**config.mk**
```make
export PLATFORM = sky130hd
export DESIGN_NAME = bcd_counter_n
export DESIGN_NICKNAME = d
export VERILOG_FILES = /design/src/rtl/bcd_counter_n_pkg.sv /design/src/rtl/bcd_counter_n_digit.sv /design/src/rtl/bcd_counter_n.sv
export SDC_FILE = /design/constraint.sdc
export NUM_CORES = 1
export LEC_CHECK = 0
export ABC_AREA = 0
export CAP_MARGIN = 0
export CORE_MARGIN = 3
export CORE_UTILIZATION = 39
export DETAILED_ROUTE_END_ITERATION = 10
export PLACE_DENSITY = 0.76
export SYNTH_ARGS = -nofsm -noshare
export SYNTH_HDL_FRONTEND = slang
export SYNTH_HIERARCHICAL = 1
export SYNTH_SLANG_ARGS = --single-unit
```
**constraint.sdc**
```tcl
create_clock -name clk -period 5 [get_ports clk]
set_input_delay 1 -clock clk [delete_from_list [all_inputs] [get_ports clk]]
set_output_delay 1 -clock clk [all_outputs]
set_load 0.005 [all_outputs]
```
**src/rtl/bcd_counter_n_pkg.sv**
```systemverilog
// Shared BCD constants and digit helpers used by the decimal counter/timer blocks.
package bcd_counter_n_pkg;

  localparam int               BCD_W   = 4;
  localparam logic [BCD_W-1:0] BCD_MAX = 4'd9;
  localparam logic [BCD_W-1:0] BCD_MIN = 4'd0;

  function automatic logic bcd_valid(input logic [BCD_W-1:0] digit);
    return (digit <= BCD_MAX);
  endfunction

endpackage

```
**src/rtl/bcd_counter_n_digit.sv**
```systemverilog
// One BCD digit register: load, up/down step, and carry/borrow out for the next digit.
module bcd_digit
  import bcd_counter_n_pkg::*;
(
  input  logic             clk,
  input  logic             reset,
  input  logic             step_en,
  input  logic             up,
  input  logic             load,
  input  logic [BCD_W-1:0] load_digit,
  output logic [BCD_W-1:0] digit,
  output logic             carry_out
);

  logic [BCD_W-1:0] digit_q;
  logic [BCD_W-1:0] digit_d;

  always_comb begin
    digit_d = digit_q;
    if (load) begin
      digit_d = load_digit;
    end else if (step_en) begin
      if (up) begin
        digit_d = (digit_q == BCD_MAX) ? BCD_MIN : digit_q + 4'd1;
      end else begin
        digit_d = (digit_q == BCD_MIN) ? BCD_MAX : digit_q - 4'd1;
      end
    end
  end

  always_ff @(posedge clk or negedge reset) begin
    if (!reset) begin
      digit_q <= BCD_MIN;
    end else begin
      digit_q <= digit_d;
    end
  end

  assign digit     = digit_q;
  assign carry_out = step_en & (up ? (digit_q == BCD_MAX) : (digit_q == BCD_MIN));

endmodule

```
**src/rtl/bcd_counter_n.sv**
```systemverilog
// Multi-digit up/down BCD counter with validated parallel load and cascadable terminal count.
module bcd_counter_n
  import bcd_counter_n_pkg::*;
#(
  parameter int DIGITS = 4
) (
  input  logic                    clk,
  input  logic                    reset,
  input  logic                    en,
  input  logic                    up,
  input  logic                    load,
  input  logic [BCD_W*DIGITS-1:0] load_val,
  output logic [BCD_W*DIGITS-1:0] count,
  output logic                    tc,
  output logic                    load_err
);

  logic              load_ok;
  logic              digit_load;
  logic [DIGITS-1:0] carry;
  logic [DIGITS-1:0] step_en;
  logic              load_err_q;
  logic              load_err_d;

  always_comb begin
    load_ok = 1'b1;
    for (int k = 0; k < DIGITS; k++) begin
      if (!bcd_valid(load_val[BCD_W*k +: BCD_W])) load_ok = 1'b0;
    end
  end

  assign digit_load = load & load_ok;

  // A load cycle, accepted or rejected, never steps the counter.
  genvar k;
  generate
    for (k = 0; k < DIGITS; k++) begin : g_digit
      if (k == 0) begin : g_lsd
        assign step_en[k] = en & ~load;
      end else begin : g_upper
        assign step_en[k] = carry[k-1];
      end

      bcd_digit u_digit (
        .clk        (clk),
        .reset      (reset),
        .step_en    (step_en[k]),
        .up         (up),
        .load       (digit_load),
        .load_digit (load_val[BCD_W*k +: BCD_W]),
        .digit      (count[BCD_W*k +: BCD_W]),
        .carry_out  (carry[k])
      );
    end
  endgenerate

  // The top carry is exactly en & ~load & (all digits at the wrap boundary).
  assign tc = carry[DIGITS-1];

  assign load_err_d = load & ~load_ok;

  always_ff @(posedge clk or negedge reset) begin
    if (!reset) begin
      load_err_q <= 1'b0;
    end else begin
      load_err_q <= load_err_d;
    end
  end

  assign load_err = load_err_q;

endmodule

```
Yosys cells after proc, flatten, opt, wreduce, memory -nomap -nowiden --
Cells that the tools add are included.
Storage, ports and cells: memory bits (read-only) 0, register bits 17, output and inout bits 18, bits in latches 0, memories 0, bits in writable memories 0, logic and storage cells 66
Cells by class: $lt $le $gt $ge 4, div/mod/pow operators 0, multiply operators 0, $add $sub $neg 8, multiplexer cells 28, equal/unequal tests 4, reduce and logical (&&, ||, !) cells 8, shift-type cells 0, bitwise logic cells 9
Operator list (number):
- $mux W4 | 20
- $add A4 B1 Y4 const B | 4
- $eq A4 B4 Y1 const B | 4
- $le A4 B4 Y1 const B | 4
- $logic_not A4 Y1 | 4
- $sub A4 B1 Y4 const B | 4
- $mux W1 | 8
- $reduce_bool A2 Y1 | 4
- $and A1 B1 Y1 | 7
- $not A1 Y1 | 2

Longest topological paths before layout --
Gate-level depths: netlist of the first run.
word-level depth 7, depth in mapped cells 14, gate-level depth less buffers 10

By module --
Netlist of the first run, hierarchy kept.
By module, submodules not included:
- bcd_digit | cells each 46, area an instance 400.4 µm², times used 4, seq. area each 100.1 µm²
- bcd_counter_n | cells each 10, area an instance 75.1 µm², times used 1, seq. area each 25.0 µm²

Worst setup path before layout of the first run --
No wires, ideal clock.
path kind input-to-output, start input up, end output tc, slack 542 ps, stages on the path 12, buffers on the path 4, data arrival time 3458 ps, cells stage by stage buf_2 -> or3_4 -> a2111oi_4 -> clkbuf_1 -> inv_1 -> a2111oi_4 -> clkbuf_1 -> inv_1 -> a2111oi_4 -> clkbuf_1 -> inv_1 -> a2111oi_4
On the way: cells in the longest elaborated chain, start to end 5
RTL lines:
- start: declaration | RTL line bcd_counter_n.sv:10 | input logic up,
- $mux W1 | RTL line bcd_counter_n_digit.sv:40 | assign carry_out = step_en & (up ? (digit_q == BCD_MAX) : (digit_q == BCD_MIN));
- $and A1 B1 Y1 | RTL line bcd_counter_n_digit.sv:40
- net carry[0] | RTL line bcd_counter_n.sv:20 | logic [DIGITS-1:0] carry;
- $and A1 B1 Y1 | RTL line bcd_counter_n_digit.sv:40
- net carry[1] | RTL line bcd_counter_n.sv:20
- $and A1 B1 Y1 | RTL line bcd_counter_n_digit.sv:40
- net carry[2] | RTL line bcd_counter_n.sv:20
- $and A1 B1 Y1 | RTL line bcd_counter_n_digit.sv:40
- end: declaration | RTL line bcd_counter_n.sv:14 | output logic tc,
The timed path passes the listed nets, and every way through them passes these cells.

Worst setup path in the final report of the first run --
Same ends and word-level chain as after synthesis.

==> results of run 1 <==
## logic make-up (layout without fill, tap and decap cells)
| family | count (synthesis) | after routing | synth area share (%) |
|---|---|---|---|
| AOI/OAI and AO/OA | 56 | 56 | 28.9 |
| buffers and inverters | 33 | 63 | 13.1 |
| and+or+nand+nor | 76 | 76 | 26.4 |
| xor gates and xnor gates | 12 | 12 | 6.27 |
| DFF | 17 | 17 | 25.4 |
## layout make-up
cell class / instances / area [µm²]
Fill cell: 414 / 2030
Multi-Input combinational cell: 144 / 1030
Timing Repair Buffer: 46 / 444
Sequential cell: 17 / 425
Tap cell: 50 / 62.6
Inverter: 13 / 48.8
Clock buffer: 4 / 45.0
## through the flow
step	total power (µW)	cell area [µm²]	worst slack, ns	util [%]
floorplan	594	1680	0.542	-
global placement	676	2010	0.277	49.2
detailed placement	686	2010	0.186	49.2
CTS	798	2050	0.175	50.3
global route	852	2060	0.0314	50.4
finish	788	2060	0.250	50.4
## power by group
group          internal, µW  total [µW]  leakage (µW)  switching [µW]
clock network          56.7         106     0.0000228            49.7
logic                   225         348      0.000560             123
registers               184         333      0.000204             149
## sequential cells by signal (all words and copies together) (netlist names)
signal and cells:
load_err 1, g_digit.u_digit/digit 16
## path summary, 6_finish.rpt
kind                                             start                     endpoint  slack, ns  cells past startpoint
min reg2reg                g_digit[2].u_digit/digit[2]  g_digit[2].u_digit/digit[2]       0.78                      1
max                                                 up                           tc       0.25                     10
min                        g_digit[2].u_digit/digit[2]  g_digit[2].u_digit/digit[2]       0.78                      1
min in group asynchronous                        reset  g_digit[3].u_digit/digit[0]       1.21                      1
max reg2reg                g_digit[0].u_digit/digit[0]  g_digit[3].u_digit/digit[2]       2.20                      9
max in group asynchronous                        reset  g_digit[2].u_digit/digit[3]       3.29                      1
## critical path, stage by stage
cell             delay, ns
clkdlybuf4s50_1       0.44
or3_4                 0.35
a2111oi_4             0.37
inv_1                 0.11
a2111oi_4             0.23
inv_1                 0.12
a2111oi_4             0.23
inv_1                 0.11
a2111oi_4             0.23
clkdlybuf4s50_1       0.56
## repair_timing
item                                    4_1_cts  5_1_grt
hold buffers                                  0        0
endpoints found under the setup margin        0        1
resized for setup                             0        1
## cell usage in the layout, fill, tap and decap left out, types with 7 or more instances in the layout
master | Yosys | final
buf_4 | 0 | 7
nor2_1 | 13 | 13
clkdlybuf4s50_1 | 0 | 38
and2_1 | 9 | 9
dfrtp_1 | 17 | 17
inv_1 | 13 | 13
o21ai_0 | 12 | 12
o2111ai_1 | 8 | 8
nand2_1 | 16 | 16
xnor2_1 | 8 | 8
## routing by layer
layer	track usage, %	part of all wire, %	up-vias
li1	-	-	759
met1	20.0	46	704
met2	23.2	47	44
met3	4.49	5.8	5
met4	3.76	0.62	0
met5	0	0	-
==> flow_metrics.py, run 1 <==
metrics = {
    "outcome": {
        "status": "complete, no violations",
    },
    "drt": {
        "postRouteWirelength_mm": 3.72,
        "drt-wirelength-per-cell_um": 13.6,
        "drt-vias-per-instance": 5.52,
        "antenna_left": 0,
        "first_iter_violations": 136,
        "drc_errors": 0,
        "first_pass_iters": 4,
        "vias": 1512,
    },
    "pwr": {
        "cellPowerDensity_nw_per_um2": 383,
        "vdd_ir_drop_max_uv": 211,
        "p_leak_uw": 0.000787,
    },
    "yosys": {
        "ys_top_cells_by_area": "dfrtp_1 25%, buf_6 8.1%, a2111oi_4 6.6%, o2111ai_1 4.2%, xnor2_1 4.2%",
        "ys_warn_count": 6,
        "post-synth-top-count-cell": "dfrtp_1",
        "async_flop_share_pct": 100,
        "synth_edf_count": 0,
        "syn_avg_cell_area_um2": 8.64,
        "yosysTopAreaCell": "dfrtp_1",
        "ys_seq_elements": 17,
        "yosysSeqAreaShare_pct": 25.4,
        "synth_top_cells_by_count": "17 x dfrtp_1, 16 x nand2_1, 13 x inv_1, 13 x nor2_1",
        "syn-num-nets": 215,
        "synth-main-ff-cell": "dfrtp_1",
        "synthCells": 194,
        "synth_top_area_share_pct": 25.4,
        "netlist_area_um2": 1680,
        "ys_types": 33,
    },
    "sta": {
        "hold_ws_ns": 0.779,
        "period_minus_slack_ns": 4.75,
        "rsz0062_at_grt": "false",
        "maxSlewHeadroom_pct": 45.6,
        "skew_ns": 0.00114,
        "tightest_slew_ns": 0.813,
        "timing.final.crit_share_pct": 95.0,
        "maxSlewViolCount": 0,
        "setup_tns_ns": 0,
        "max_freq_ghz": 0.211,
        "hold_viol": 0,
        "finalSetupViolCount": 0,
    },
    "clock_network": {
        "clk_path_buf_depth": 2,
        "clk_latency_ns": 0.26,
        "numCtsBuffers": 3,
        "cts-root-buf": "clkbuf_8",
        "postCtsSetupBuffers": 0,
        "cts_sinks": 17,
        "clk_pin_slew_worst_paths_ns": 0.07,
        "cts_tree": "built",
        "htreeDepth": 1,
    },
    "layout": {
        "fin_nets": 246,
        "syn2layout_area_growth_pct": 22.8,
        "drive_gt1_share_pct": 8.93,
        "num_antenna_cells": 0,
        "final_cells": 274,
    },
    "die": {
        "die-width_um": 71.6,
        "die_area_um2": 5120,
        "fp.coreArea_um2": 4090,
        "die_h_um": 71.6,
        "rows": 23,
        "pin_count": 39,
        "start_util_pct": 41.0,
    },
    "grt": {
        "grt_pass1_wl_mm": 6.15,
        "grt.total_usage_pct": 14.8,
        "first_global_vias": 1382,
        "overflow": 0,
        "grt_max_degree": 21,
        "antenna_found_initial": 0,
    },
    "critical_path": {
        "crit_type": "in -> out",
        "cp-end-kind": "output pin",
        "crit_required_ns": 4.00,
        "crit_fanout": 2,
        "crit_arrival_ns": 3.75,
        "cp-start-kind": "input port",
    },
    "placement": {
        "numPortBuffers": 38,
        "dp.cells": 270,
        "gp_congestion": 0.825,
        "post-dp-hpwl_mm": 2.70,
    },
    "min_path": {
        "hold_class": "reg -> reg",
    },
    "job": {
        "timing.max_cap.violations": 0,
    },
}
Power figures use the tool's default switching activity.
==> inputs of run 2 (changes only) <==
CORE_MARGIN = default   (was 3)
CTS_BUF_LIST = sky130_fd_sc_hd__clkbuf_4 sky130_fd_sc_hd__clkbuf_8   (was default)
==> run 2 against run 1 <==
Effect of this change: fmax is 0.15% lower; clock power up 7%; final area shrank 0.36%; die area shrank 11%; clock skew increased by 0.0027 ns; register-to-register slack improved by 0.03 ns; first-iteration DRC count is 58% lower; setup slack lost 0.0072 ns; non-clock buffer count is 1 lower; critical path depth rose by 1; largest power group unchanged; cell count down 0.36%.
==> flow_metrics.py, run 2 (synthesized netlist as in run 1, its figures left out) <==
metrics = {
    "clock_network": {
        "clk_pin_slew_worst_paths_ns": 0.07,
        "htreeDepth": 1,
        "cts-root-buf": "clkbuf_8",
        "postCtsSetupBuffers": 0,
        "cts_sinks": 17,
        "clk_path_buf_depth": 2,
        "holdBufCountCts": 0,
        "cts-resized-gates": 0,
        "numCtsBuffers": 3,
        "cts_tree": "built",
        "clk_latency_ns": 0.26,
    },
    "layout": {
        "largest_reg_flops": 16,
        "top_register": "g_digit.u_digit/digit",
        "fin_nets": 245,
        "syn2layout_area_growth_pct": 22.3,
        "final-seq-area_um2": 425,
        "fill_cells": 390,
        "multiInputGateArea_um2": 1030,
        "mostFrequentLayoutCell": "clkdlybuf4s50_1",
        "drive_gt1_share_pct": 8.97,
        "num_antenna_cells": 0,
        "layout_common_cells": "38 x clkdlybuf4s50_1, 17 x dfrtp_1, 16 x nand2_1",
    },
    "drt": {
        "dr_wl_met2_mm": 1.75,
        "first_pass_iters": 4,
        "highest_layer": "met4",
        "dr_wl_met3_um": 156,
        "routedLengthMet1_mm": 1.67,
        "postRouteWirelength_mm": 3.63,
        "drc_errors": 0,
        "drt-vias-per-instance": 5.47,
        "drt-wirelength-per-cell_um": 13.3,
        "first_iter_violations": 57,
        "vias": 1493,
        "antenna_left": 0,
    },
    "sta": {
        "timing.final.crit_share_pct": 95.1,
        "period_minus_slack_ns": 4.76,
        "finalSetupViolCount": 0,
        "hold_viol": 0,
        "setup_tns_ns": 0,
        "maxSlewViolCount": 0,
        "tightest_slew_ns": 0.843,
        "skew_ns": 0.00382,
        "maxSlewHeadroom_pct": 43.6,
        "max_freq_ghz": 0.210,
        "rsz0062_at_grt": "false",
    },
    "grt": {
        "overflow": 0,
        "antenna_found_initial": 0,
        "grt_max_degree": 29,
        "first_global_vias": 1270,
        "grt.total_usage_pct": 17.5,
        "grt_pass1_wl_mm": 6.04,
    },
    "critical_path": {
        "crit_type": "in -> out",
        "cp-start-kind": "input port",
        "cp-startpoint": "up",
        "regToRegEndpoint": "g_digit[3].u_digit/digit[2]",
        "crit_required_ns": 4.00,
        "r2r_slack_ns": 2.23,
        "cp-end-kind": "output pin",
        "cp-endpoint": "tc",
        "crit_arrival_ns": 3.76,
        "worst_r2r_startpoint": "g_digit[0].u_digit/digit[0]",
        "crit_fanout": 20,
        "worstRegToRegCells": 9,
    },
    "die": {
        "pin_count": 39,
        "start_util_pct": 41.3,
        "die_h_um": 67.6,
        "die-width_um": 67.6,
        "die_area_um2": 4570,
        "fp.coreArea_um2": 4060,
        "rows": 23,
    },
    "placement": {
        "gp_congestion": 0.803,
        "post-dp-hpwl_mm": 2.59,
        "numPortBuffers": 38,
    },
    "pwr": {
        "vdd_ir_drop_max_uv": 183,
        "totalPowerFinal_uw": 789,
        "p_leak_uw": 0.000784,
        "cellPowerDensity_nw_per_um2": 385,
    },
    "outcome": {
        "status": "complete, no violations",
    },
    "min_path": {
        "hold_class": "reg -> reg",
    },
    "job": {
        "timing.max_cap.violations": 0,
    },
}
[run 2: final cells by class]
cell class | count | area share, %
Clock buffer | 4 | 2.38
Inverter | 13 | 2.38
Multi-Input combinational cell | 144 | 50.3
Sequential cell | 17 | 20.7
Tap cell | 50 | 3.05
Timing Repair Buffer | 45 | 21.1
[run 2: per-layer routing]
metal	global-route usage (%)	vias up
met5	0	-
met4	6.38	0
met3	2.36	5
met2	27.8	32
met1	23.8	696
li1	-	760
[run 2: worst min-delay path by stage]
stage                                      startpoint                     endpoint  slack [ns]  cells after the start
after global routing      g_digit[2].u_digit/digit[2]  g_digit[2].u_digit/digit[2]        0.79                      1
final                     g_digit[2].u_digit/digit[2]  g_digit[2].u_digit/digit[2]        0.76                      1
after global placement    g_digit[3].u_digit/digit[2]  g_digit[3].u_digit/digit[2]        0.75                      1
after floorplan           g_digit[0].u_digit/digit[2]  g_digit[0].u_digit/digit[2]        0.69                      1
after detailed placement  g_digit[3].u_digit/digit[2]  g_digit[3].u_digit/digit[2]        0.74                      1
after CTS                 g_digit[3].u_digit/digit[2]  g_digit[3].u_digit/digit[2]        0.76                      1
[run 2: power breakdown]
part,switching (µW),leakage (µW),internal (µW)
combinational,120,0.000554,224
clock,50.8,0.0000262,62.2
sequential,148,0.000204,184
[run 2: critical path, stage by stage]
cell and delay, ns:
clkdlybuf4s50_1 0.48, buf_4 0.22, nand3_1 0.14, a2111oi_4 0.33, inv_1 0.11, a2111oi_4 0.22
inv_1 0.12, a2111oi_4 0.23, inv_1 0.12, a2111oi_4 0.22, clkdlybuf4s50_1 0.56
[run 2: per-stage QoR]
stage          instance area (µm²)  cells  util [%]  hold WS, ns  setup WS, ns
6_report                      2050    273      50.5        0.756         0.243
5_1_grt                       2050    273      50.5        0.786        0.0462
4_1_cts                       2050    273      50.5        0.759         0.204
3_5_place_dp                  2000    269      49.3        0.742         0.220
3_3_place_gp                  2000    269      49.3        0.749         0.278
2_1_floorplan                 1680    194         -        0.693         0.542
==> inputs of run 3 (changes only) <==
PLACE_DENSITY = 0.77   (was 0.76)
SYNTH_HIERARCHICAL = default   (was 1)
==> run 3 against run 2 <==
Effect of this change: wire length grew 0.36%; clock power is essentially flat; cell count shrank 4.0%; synthesized area shrank 9.3%; register-to-register slack gained 0.57 ns; clock-buffer cell count is the same; worst hold slack lost 0.017 ns; critical path depth shrank 5; die area shrank 9.1%; power is essentially flat; global-route usage grew 2.0 points; critical path type unchanged; highest routed layer unchanged.
==> flow_metrics.py, run 3 <==
metrics = {
    "critical_path": {
        "cp_num_buf_inv": 2,
        "worstRegToRegCells": 5,
        "regToRegEndpoint": "g_digit[2].u_digit.digit[1]",
        "critPathTopFamily": "buffers and inverters",
        "cp-startpoint": "up",
        "crit_path_cell_trace": "clkdlybuf4s50_1 > or2_1 > mux2_2 > or4_1 > a2111oi_2 > clkdlybuf4s50_1",
        "crit_type": "in -> out",
        "cpMostUsedCell": "clkdlybuf4s50_1",
        "cp-end-kind": "output pin",
        "cpMaxStageDelayCell": "clkdlybuf4s50_1",
        "crit_required_ns": 4.00,
        "r2r_slack_ns": 2.80,
        "worst_r2r_startpoint": "g_digit[0].u_digit.digit[0]",
        "crit_arrival_ns": 3.49,
        "slowest_delay_ns": 0.56,
        "crit_fanout": 7,
        "cp-start-kind": "input port",
    },
    "drt": {
        "antenna_left": 0,
        "postRouteWirelength_mm": 3.65,
        "drt-wirelength-per-cell_um": 13.9,
        "vias": 1535,
        "first_pass_iters": 4,
        "drt-vias-per-instance": 5.86,
        "drc_errors": 0,
        "first_iter_violations": 104,
    },
    "yosys": {
        "syn-num-nets": 211,
        "ys_types": 48,
        "synth-main-ff-cell": "dfrtp_1",
        "post-synth-top-count-cell": "nor2_1",
        "synthCells": 190,
        "synth_top_cells_by_count": "19 x nor2_1, 17 x dfrtp_1, 16 x clkbuf_1",
        "ys_top_cells_by_area": "dfrtp_1 28%, mux2i_1 5.9%, nor2_1 4.7%, a221o_1 4.6%, o21ai_0 4.6%",
        "ys_seq_elements": 17,
        "ys_warn_count": 0,
        "async_flop_share_pct": 100,
        "netlist_area_um2": 1520,
        "syn_avg_cell_area_um2": 8.00,
        "yosysSeqAreaShare_pct": 28.0,
        "synth_top_area_share_pct": 28.0,
        "yosysTopAreaCell": "dfrtp_1",
        "synth_edf_count": 0,
    },
    "min_path": {
        "hold_end": "g_digit[1].u_digit.digit[2]",
        "hold_class": "reg -> reg",
        "hp-start": "g_digit[1].u_digit.digit[2]",
        "hold_path_depth": 1,
    },
    "clock_network": {
        "cts_tree": "built",
        "postCtsSetupBuffers": 0,
        "clk_pin_slew_worst_paths_ns": 0.07,
        "clk_path_buf_depth": 2,
        "cts-resized-gates": 0,
        "htreeDepth": 1,
        "numCtsBuffers": 3,
        "clk_latency_ns": 0.26,
        "cts_sinks": 17,
        "holdBufCountCts": 0,
        "cts-root-buf": "clkbuf_8",
    },
    "grt": {
        "first_global_vias": 1314,
        "overflow": 0,
        "grt.total_usage_pct": 19.5,
        "antenna_found_initial": 0,
        "grt_max_degree": 18,
        "grt_pass1_wl_mm": 6.29,
    },
    "layout": {
        "fill_cells": 354,
        "final_cells": 262,
        "multiInputGateArea_um2": 987,
        "final-seq-area_um2": 425,
        "largest_reg_flops": 16,
        "drive_gt1_share_pct": 7.48,
        "num_antenna_cells": 0,
        "layout_common_cells": "38 x clkdlybuf4s50_1, 19 x nor2_1, 17 x dfrtp_1",
        "syn2layout_area_growth_pct": 28.1,
        "mostFrequentLayoutCell": "clkdlybuf4s50_1",
        "fin_nets": 236,
        "top_register": "g_digit.u_digit.digit",
    },
    "job": {
        "timing.max_cap.violations": 0,
    },
    "placement": {
        "post-dp-hpwl_mm": 2.66,
        "gp_congestion": 0.814,
        "dp.cells": 258,
        "numPortBuffers": 38,
    },
    "sta": {
        "maxSlewViolCount": 0,
        "setup_tns_ns": 0,
        "hold_viol": 0,
        "max_freq_ghz": 0.223,
        "rsz0062_at_grt": "false",
        "maxSlewHeadroom_pct": 46.4,
        "finalSetupViolCount": 0,
        "tightest_slew_ns": 0.801,
        "hold_ws_ns": 0.739,
        "period_minus_slack_ns": 4.49,
        "timing.final.crit_share_pct": 89.8,
        "skew_ns": 0.00241,
    },
    "die": {
        "fp.coreArea_um2": 3690,
        "start_util_pct": 41.2,
        "die_h_um": 64.4,
        "rows": 22,
        "die_area_um2": 4150,
        "die-width_um": 64.4,
        "pin_count": 39,
    },
    "pwr": {
        "p_leak_uw": 0.000740,
        "cellPowerDensity_nw_per_um2": 405,
        "vdd_ir_drop_max_uv": 174,
    },
    "outcome": {
        "status": "complete, no violations",
    },
}
## run 3: per-stage QoR
step	instance area [µm²]	total power [µW]	worst slack [ns]	util [%]
floorplan	1520	540	1.56	-
global route	1950	855	0.369	52.8
finish	1950	788	0.508	52.8
CTS	1950	791	0.493	52.8
detailed placement	1900	677	0.499	51.5
global placement	1900	671	0.512	51.5
## run 3: cells by family (layout without fill, tap and decap cells)
| group | count (synthesis) | in the layout | share of synthesized area, % |
|---|---|---|---|
| buffers and inverters | 26 | 50 | 7.08 |
| AND/OR/NAND/NOR | 75 | 75 | 27.3 |
| multiplexers | 10 | 10 | 6.67 |
| flip-flops | 17 | 17 | 28.0 |
| AO/OA/AOI/OAI | 54 | 54 | 26.3 |
| XOR/XNOR | 8 | 8 | 4.61 |
## run 3: routing by layer
metal	track usage [%]	up-vias	wire, µm
li1	-	751	-
met1	26.1	724	1680
met2	31.6	53	1700
met3	1.94	7	172
met4	8.89	0	91
met5	0	-	0
## run 3: cell type report
class | instances | area share (%)
multi-input cells | 147 | 50.7
inverters | 4 | 0.771
well taps | 48 | 3.08
repair buffers | 42 | 21.1
flip-flops and latches | 17 | 21.9
clock buffers | 4 | 2.51
## run 3: power by group
group,total [µW],internal (µW),switching (µW),leakage [µW]
combinational,361,223,138,0.000508
sequential,313,180,134,0.000206
clock,114,62.1,51.9,0.0000262
## run 3: worst max path at each step
stage          end  slack (ns)  cells past startpoint
2_1_floorplan   tc        1.56                      5
3_3_place_gp    tc        0.51                      6
3_5_place_dp    tc        0.50                      6
4_1_cts         tc        0.49                      6
5_1_grt         tc        0.37                      7
6_report        tc        0.51                      6
==> RTL change 1 (flow settings as in run 1) <==
`BCD_W`: 4 -> 6.
--- a/src/rtl/bcd_counter_n_pkg.sv
+++ b/src/rtl/bcd_counter_n_pkg.sv
@@ -1,7 +1,7 @@
 // Shared BCD constants and digit helpers used by the decimal counter/timer blocks.
 package bcd_counter_n_pkg;
 
-  localparam int               BCD_W   = 4;
+  localparam int               BCD_W   = 6;
   localparam logic [BCD_W-1:0] BCD_MAX = 4'd9;
   localparam logic [BCD_W-1:0] BCD_MIN = 4'd0;
 
Interface: changed (resized count and load_val); port bits go from 39 to 55. No check against the original RTL was run, so the function may have changed too.
==> RTL change 1 against run 1 <==
- design area grew 57%
- setup slack gained 0.40 ns
- sequential cell count grew 8
- routed wire length grew 94%
- area after synthesis grew 53%
- total power grew 80%
- via count grew 73%
- clock power grew 27%
- largest cell class unchanged
- largest power group unchanged
==> RTL change 1: results (changes against run 1) <==
Setup WS post-layout 0.649 ns (+0.399 ns); worst skew pair latency 0.28 ns (+0.02 ns); initial drt markers 145 (+6.6%); top post-synthesis cells by count 33 x nand2_1, 28 x a21oi_1, 25 x dfrtp_1; GPL Wtd Cong 0.971 (+18%); Max-slew headroom 0.494 (+0.0373); Max VDD drop 0.000306 V (+45%); sequential cell area fraction in the yosys report 0.244 (-0.00935); syn nets 370 (+72%); WHS Path Cells 2 (+1); Worst R2R End g_digit[3].u_digit/digit[4]; hold path endpoint g_digit[1].u_digit/digit[5]; via count 2619 (+73%); number of I/O port buffers 54 (+42%); reg2reg setup slack 2.03 ns (-0.17 ns); Most flops, register g_digit.u_digit/digit; Reg2Reg Depth 13 (+4); DR pass1 iterations 6 (+2); largest net degree at the start of global routing 36 (+71%); critical path fanouts, max 33 (+31); # nets final 417 (+70%); Layout fillers 577 (+39%); vias in the first global route 2482 (+80%); CP arrival 3.35 ns (-0.40 ns); first-pass GRT wire length 12100 um (+97%); Overall Global Routing Usage 0.196 (+0.0473); Largest register FFs 24 (+8); Pleak 1.30 nW (+65%); CTS Buf Count 3 (unchanged); CTS clock-pin slew for the worst setup and hold paths 0.10 ns (+0.03 ns); Area contributors post-synth dfrtp_1 24%, ha_1 7.8%, a21oi_1 5.5%; RR Startpoint g_digit[0].u_digit/digit[0]; Synth cell types 36 (+9.1%); hpwl dp 5330 um (+97%); status complete, no violations; fraction of layout instances using a drive strength above 1 0.0728 (-0.0165); most frequently used flop master after synthesis dfrtp_1; Syn Area/Cell 7.88 sq um (-8.9%); Hold Crit Start g_digit[1].u_digit/digit[5]; routed wire length 7210 um (+94%); Worst Skew 0.00194 ns (+0.000803 ns)
## RTL change 1: cell families after synthesis
logic type,synth area share
compound gates,0.277
fa+ha+maj,0.0782
flops,0.244
xor+xnor,0.0137
buf+inv,0.0582
simple gates,0.313
mux,0.0156
## RTL change 1: per-layer routing
| metal | vias to the layer above | track usage | part of all wire |
|---|---|---|---|
| met4 | 0 | 0.0354 | 0.012 |
| li1 | 1283 | - | - |
| met1 | 1233 | 0.272 | 0.45 |
| met3 | 8 | 0.0331 | 0.058 |
| met2 | 95 | 0.320 | 0.48 |
| met5 | - | 0 | 0 |
## RTL change 1: per-stage QoR
stage | hold slack, ns | utilization | instances | cell area [sq um]
5_1_grt | 0.775 | 0.528 | 446 | 3240
6_report | 0.715 | 0.528 | 446 | 3240
2_1_floorplan | 0.659 | - | 325 | 2560
4_1_cts | 0.732 | 0.528 | 446 | 3240
3_5_place_dp | 0.699 | 0.520 | 442 | 3190
3_3_place_gp | 0.689 | 0.520 | 442 | 3190
## RTL change 1: worst max-delay path, stage by stage
cell and delay (ns):
clkdlybuf4s50_1 0.54, buf_4 0.34, a21oi_1 0.12, nor3b_1 0.27, nor3b_1 0.29, nor3b_1 0.24
clkdlybuf4s50_1 0.54
## RTL change 1: report_power, final
group          total, mW  leakage (nW)  switching [mW]  internal [mW]
logic              0.811         0.969           0.380          0.431
registers          0.469         0.308           0.192          0.277
clock network      0.135        0.0217          0.0786         0.0568
## RTL change 1: cell type report
type	count	share of cell area
Multi-Input combinational cell	263	0.554
Sequential cell	25	0.193
Clock buffer	3	0.0128
Timing Repair Buffer	62	0.189
Inverter	17	0.0197
Clock inverter	1	0.00232
Tap cell	75	0.0290
==> RTL change 2 (config.mk and constraints of run 1) <==
Made on the original files. Register the input `en` before use, without a reset. The logic sees it one clock later. The other inputs are not delayed to match.
--- a/src/rtl/bcd_counter_n.sv
+++ b/src/rtl/bcd_counter_n.sv
@@ -14,6 +14,12 @@
   output logic                    tc,
   output logic                    load_err
 );
+
+  logic en_q;
+
+  always_ff @(posedge clk) begin
+    en_q <= en;
+  end
 
   logic              load_ok;
   logic              digit_load;
@@ -36,7 +42,7 @@
   generate
     for (k = 0; k < DIGITS; k++) begin : g_digit
       if (k == 0) begin : g_lsd
-        assign step_en[k] = en & ~load;
+        assign step_en[k] = en_q & ~load;
       end else begin : g_upper
         assign step_en[k] = carry[k-1];
       end
Check against the original RTL: not equivalent (a bounded check fails within 4 cycles, from zero or initial values and one cycle with reset low).
==> RTL change 2 against run 1 <==
- sequential cell count grew 1
- largest cell class unchanged
- critical path type unchanged
- area after synthesis grew 1.2%
- largest power group unchanged
- setup slack gained 0.035 ns
- routed wire length grew 5.8%
- clock power grew 21%
- design area grew 1.1%
- count of clock-buffer cells in the layout is the same
- total power grew 4.5%
==> RTL change 2: results (changes against run 1) <==
GPL Wtd Cong 0.837 (+1.4%); met3 Resource Use GR 0.0402 (-0.00471); final cell count without fillers 274 (unchanged); Max VDD drop 0.000214 V (+1.3%); Pleak 0.796 nW (+1.2%); Area contributors post-synth dfrtp_1 25%, buf_6 8.0%, a2111oi_4 6.5%; Syn Area/Cell 8.70 sq um (+0.68%); hpwl dp 2820 um (+4.3%); reg2reg setup slack 2.25 ns (+0.05 ns); Max-slew headroom 0.427 (-0.0289); vias in the first global route 1476 (+6.8%); ys async rst share 0.944 (-0.0556); Synth cell types 34 (+3.0%); critical path fanouts, max 24 (+22); routed wire length 3940 um (+5.8%); Overall Global Routing Usage 0.164 (+0.0156); sequential cell area fraction in the yosys report 0.263 (+0.00881); grt met1 use 0.224 (+0.0238); largest net degree at the start of global routing 25 (+19%); Hold Crit Start g_digit[1].u_digit/digit[2]; status complete, no violations; CTS Root Cell clkbuf_8; first-pass GRT wire length 6890 um (+12%); Area after DPL 0.00202 sq mm (+0.62%); routed vias/inst 5.64 (+2.2%); GRT met2 Usage 0.264 (+0.0327)
-- RTL change 2: cell types whose count changed after synthesis, sizes merged --
cell   change
dfxtp      +1
-- RTL change 2: power by group through the flow --
stage               sequential, mW  clock, mW  combinational (mW)
floorplan                    0.255          0               0.349
global placement             0.344          0               0.344
detailed placement           0.346          0               0.352
CTS                          0.344      0.130               0.354
global route                 0.365      0.135               0.391
finish                       0.345      0.128               0.350
-- RTL change 2: how the worst min path moves through the flow --
| stage | slack (ns) | to |
|---|---|---|
| after CTS | 0.76 | g_digit[1].u_digit/digit[2] |
| after global placement | 0.75 | g_digit[1].u_digit/digit[2] |
| after global routing | 0.81 | g_digit[1].u_digit/digit[2] |
| after floorplan | 0.69 | g_digit[0].u_digit/digit[2] |
| final | 0.78 | g_digit[1].u_digit/digit[2] |
| after detailed placement | 0.74 | g_digit[1].u_digit/digit[2] |
-- RTL change 2: worst register-to-register path: stages (launching register included) --
cell       delay (ns)
dfrtp_1          0.53
or3_4            0.44
a2111oi_4        0.36
inv_1            0.11
a2111oi_4        0.21
inv_1            0.12
a2111oi_4        0.22
buf_4            0.21
o21ai_0          0.09
a311o_1          0.36
-- RTL change 2: final cells by class --
| class | count | area [sq um] |
|---|---|---|
| inverter | 13 | 48.8 |
| fill | 419 | 2010 |
| timing repair buffer | 45 | 437 |
| tap | 50 | 62.6 |
| clock buffer | 4 | 55.1 |
| multi-input combinational | 144 | 1030 |
| sequential | 18 | 445 |
-- RTL change 2: kinds of logic after synthesis --
logic type,count (synthesis),share of synthesized area
AND/OR/NAND/NOR,76,0.261
AO/OA/AOI/OAI,56,0.285
buffers and inverters,33,0.129
flip-flops,18,0.263
XOR/XNOR,12,0.0619
-- RTL change 2: per-stage QoR --
stage / hold WS [ns] / worst slack (ns) / power [mW] / util
3_5_place_dp: 0.744 / 0.232 / 0.698 / 0.495
3_3_place_gp: 0.748 / 0.249 / 0.688 / 0.495
5_1_grt: 0.806 / 0.0280 / 0.890 / 0.509
2_1_floorplan: 0.693 / 0.542 / 0.604 / -
4_1_cts: 0.762 / 0.214 / 0.829 / 0.508
6_report: 0.775 / 0.285 / 0.823 / 0.509
-- RTL change 2: routing by layer --
layer  vias up  part of all wire  wire length [um]
li1        762                 -                 -
met1       727              0.44              1750
met2        55              0.48              1890
met3         2             0.075               294
met4         0            0.0023                 9
met5         -                 0                 0
-- RTL change 2: repair_timing --
item | CTS | global route
endpoints found under the hold margin | 0 | 0
gates resized for setup | 0 | 1
setup endpoints to repair | 0 | 1
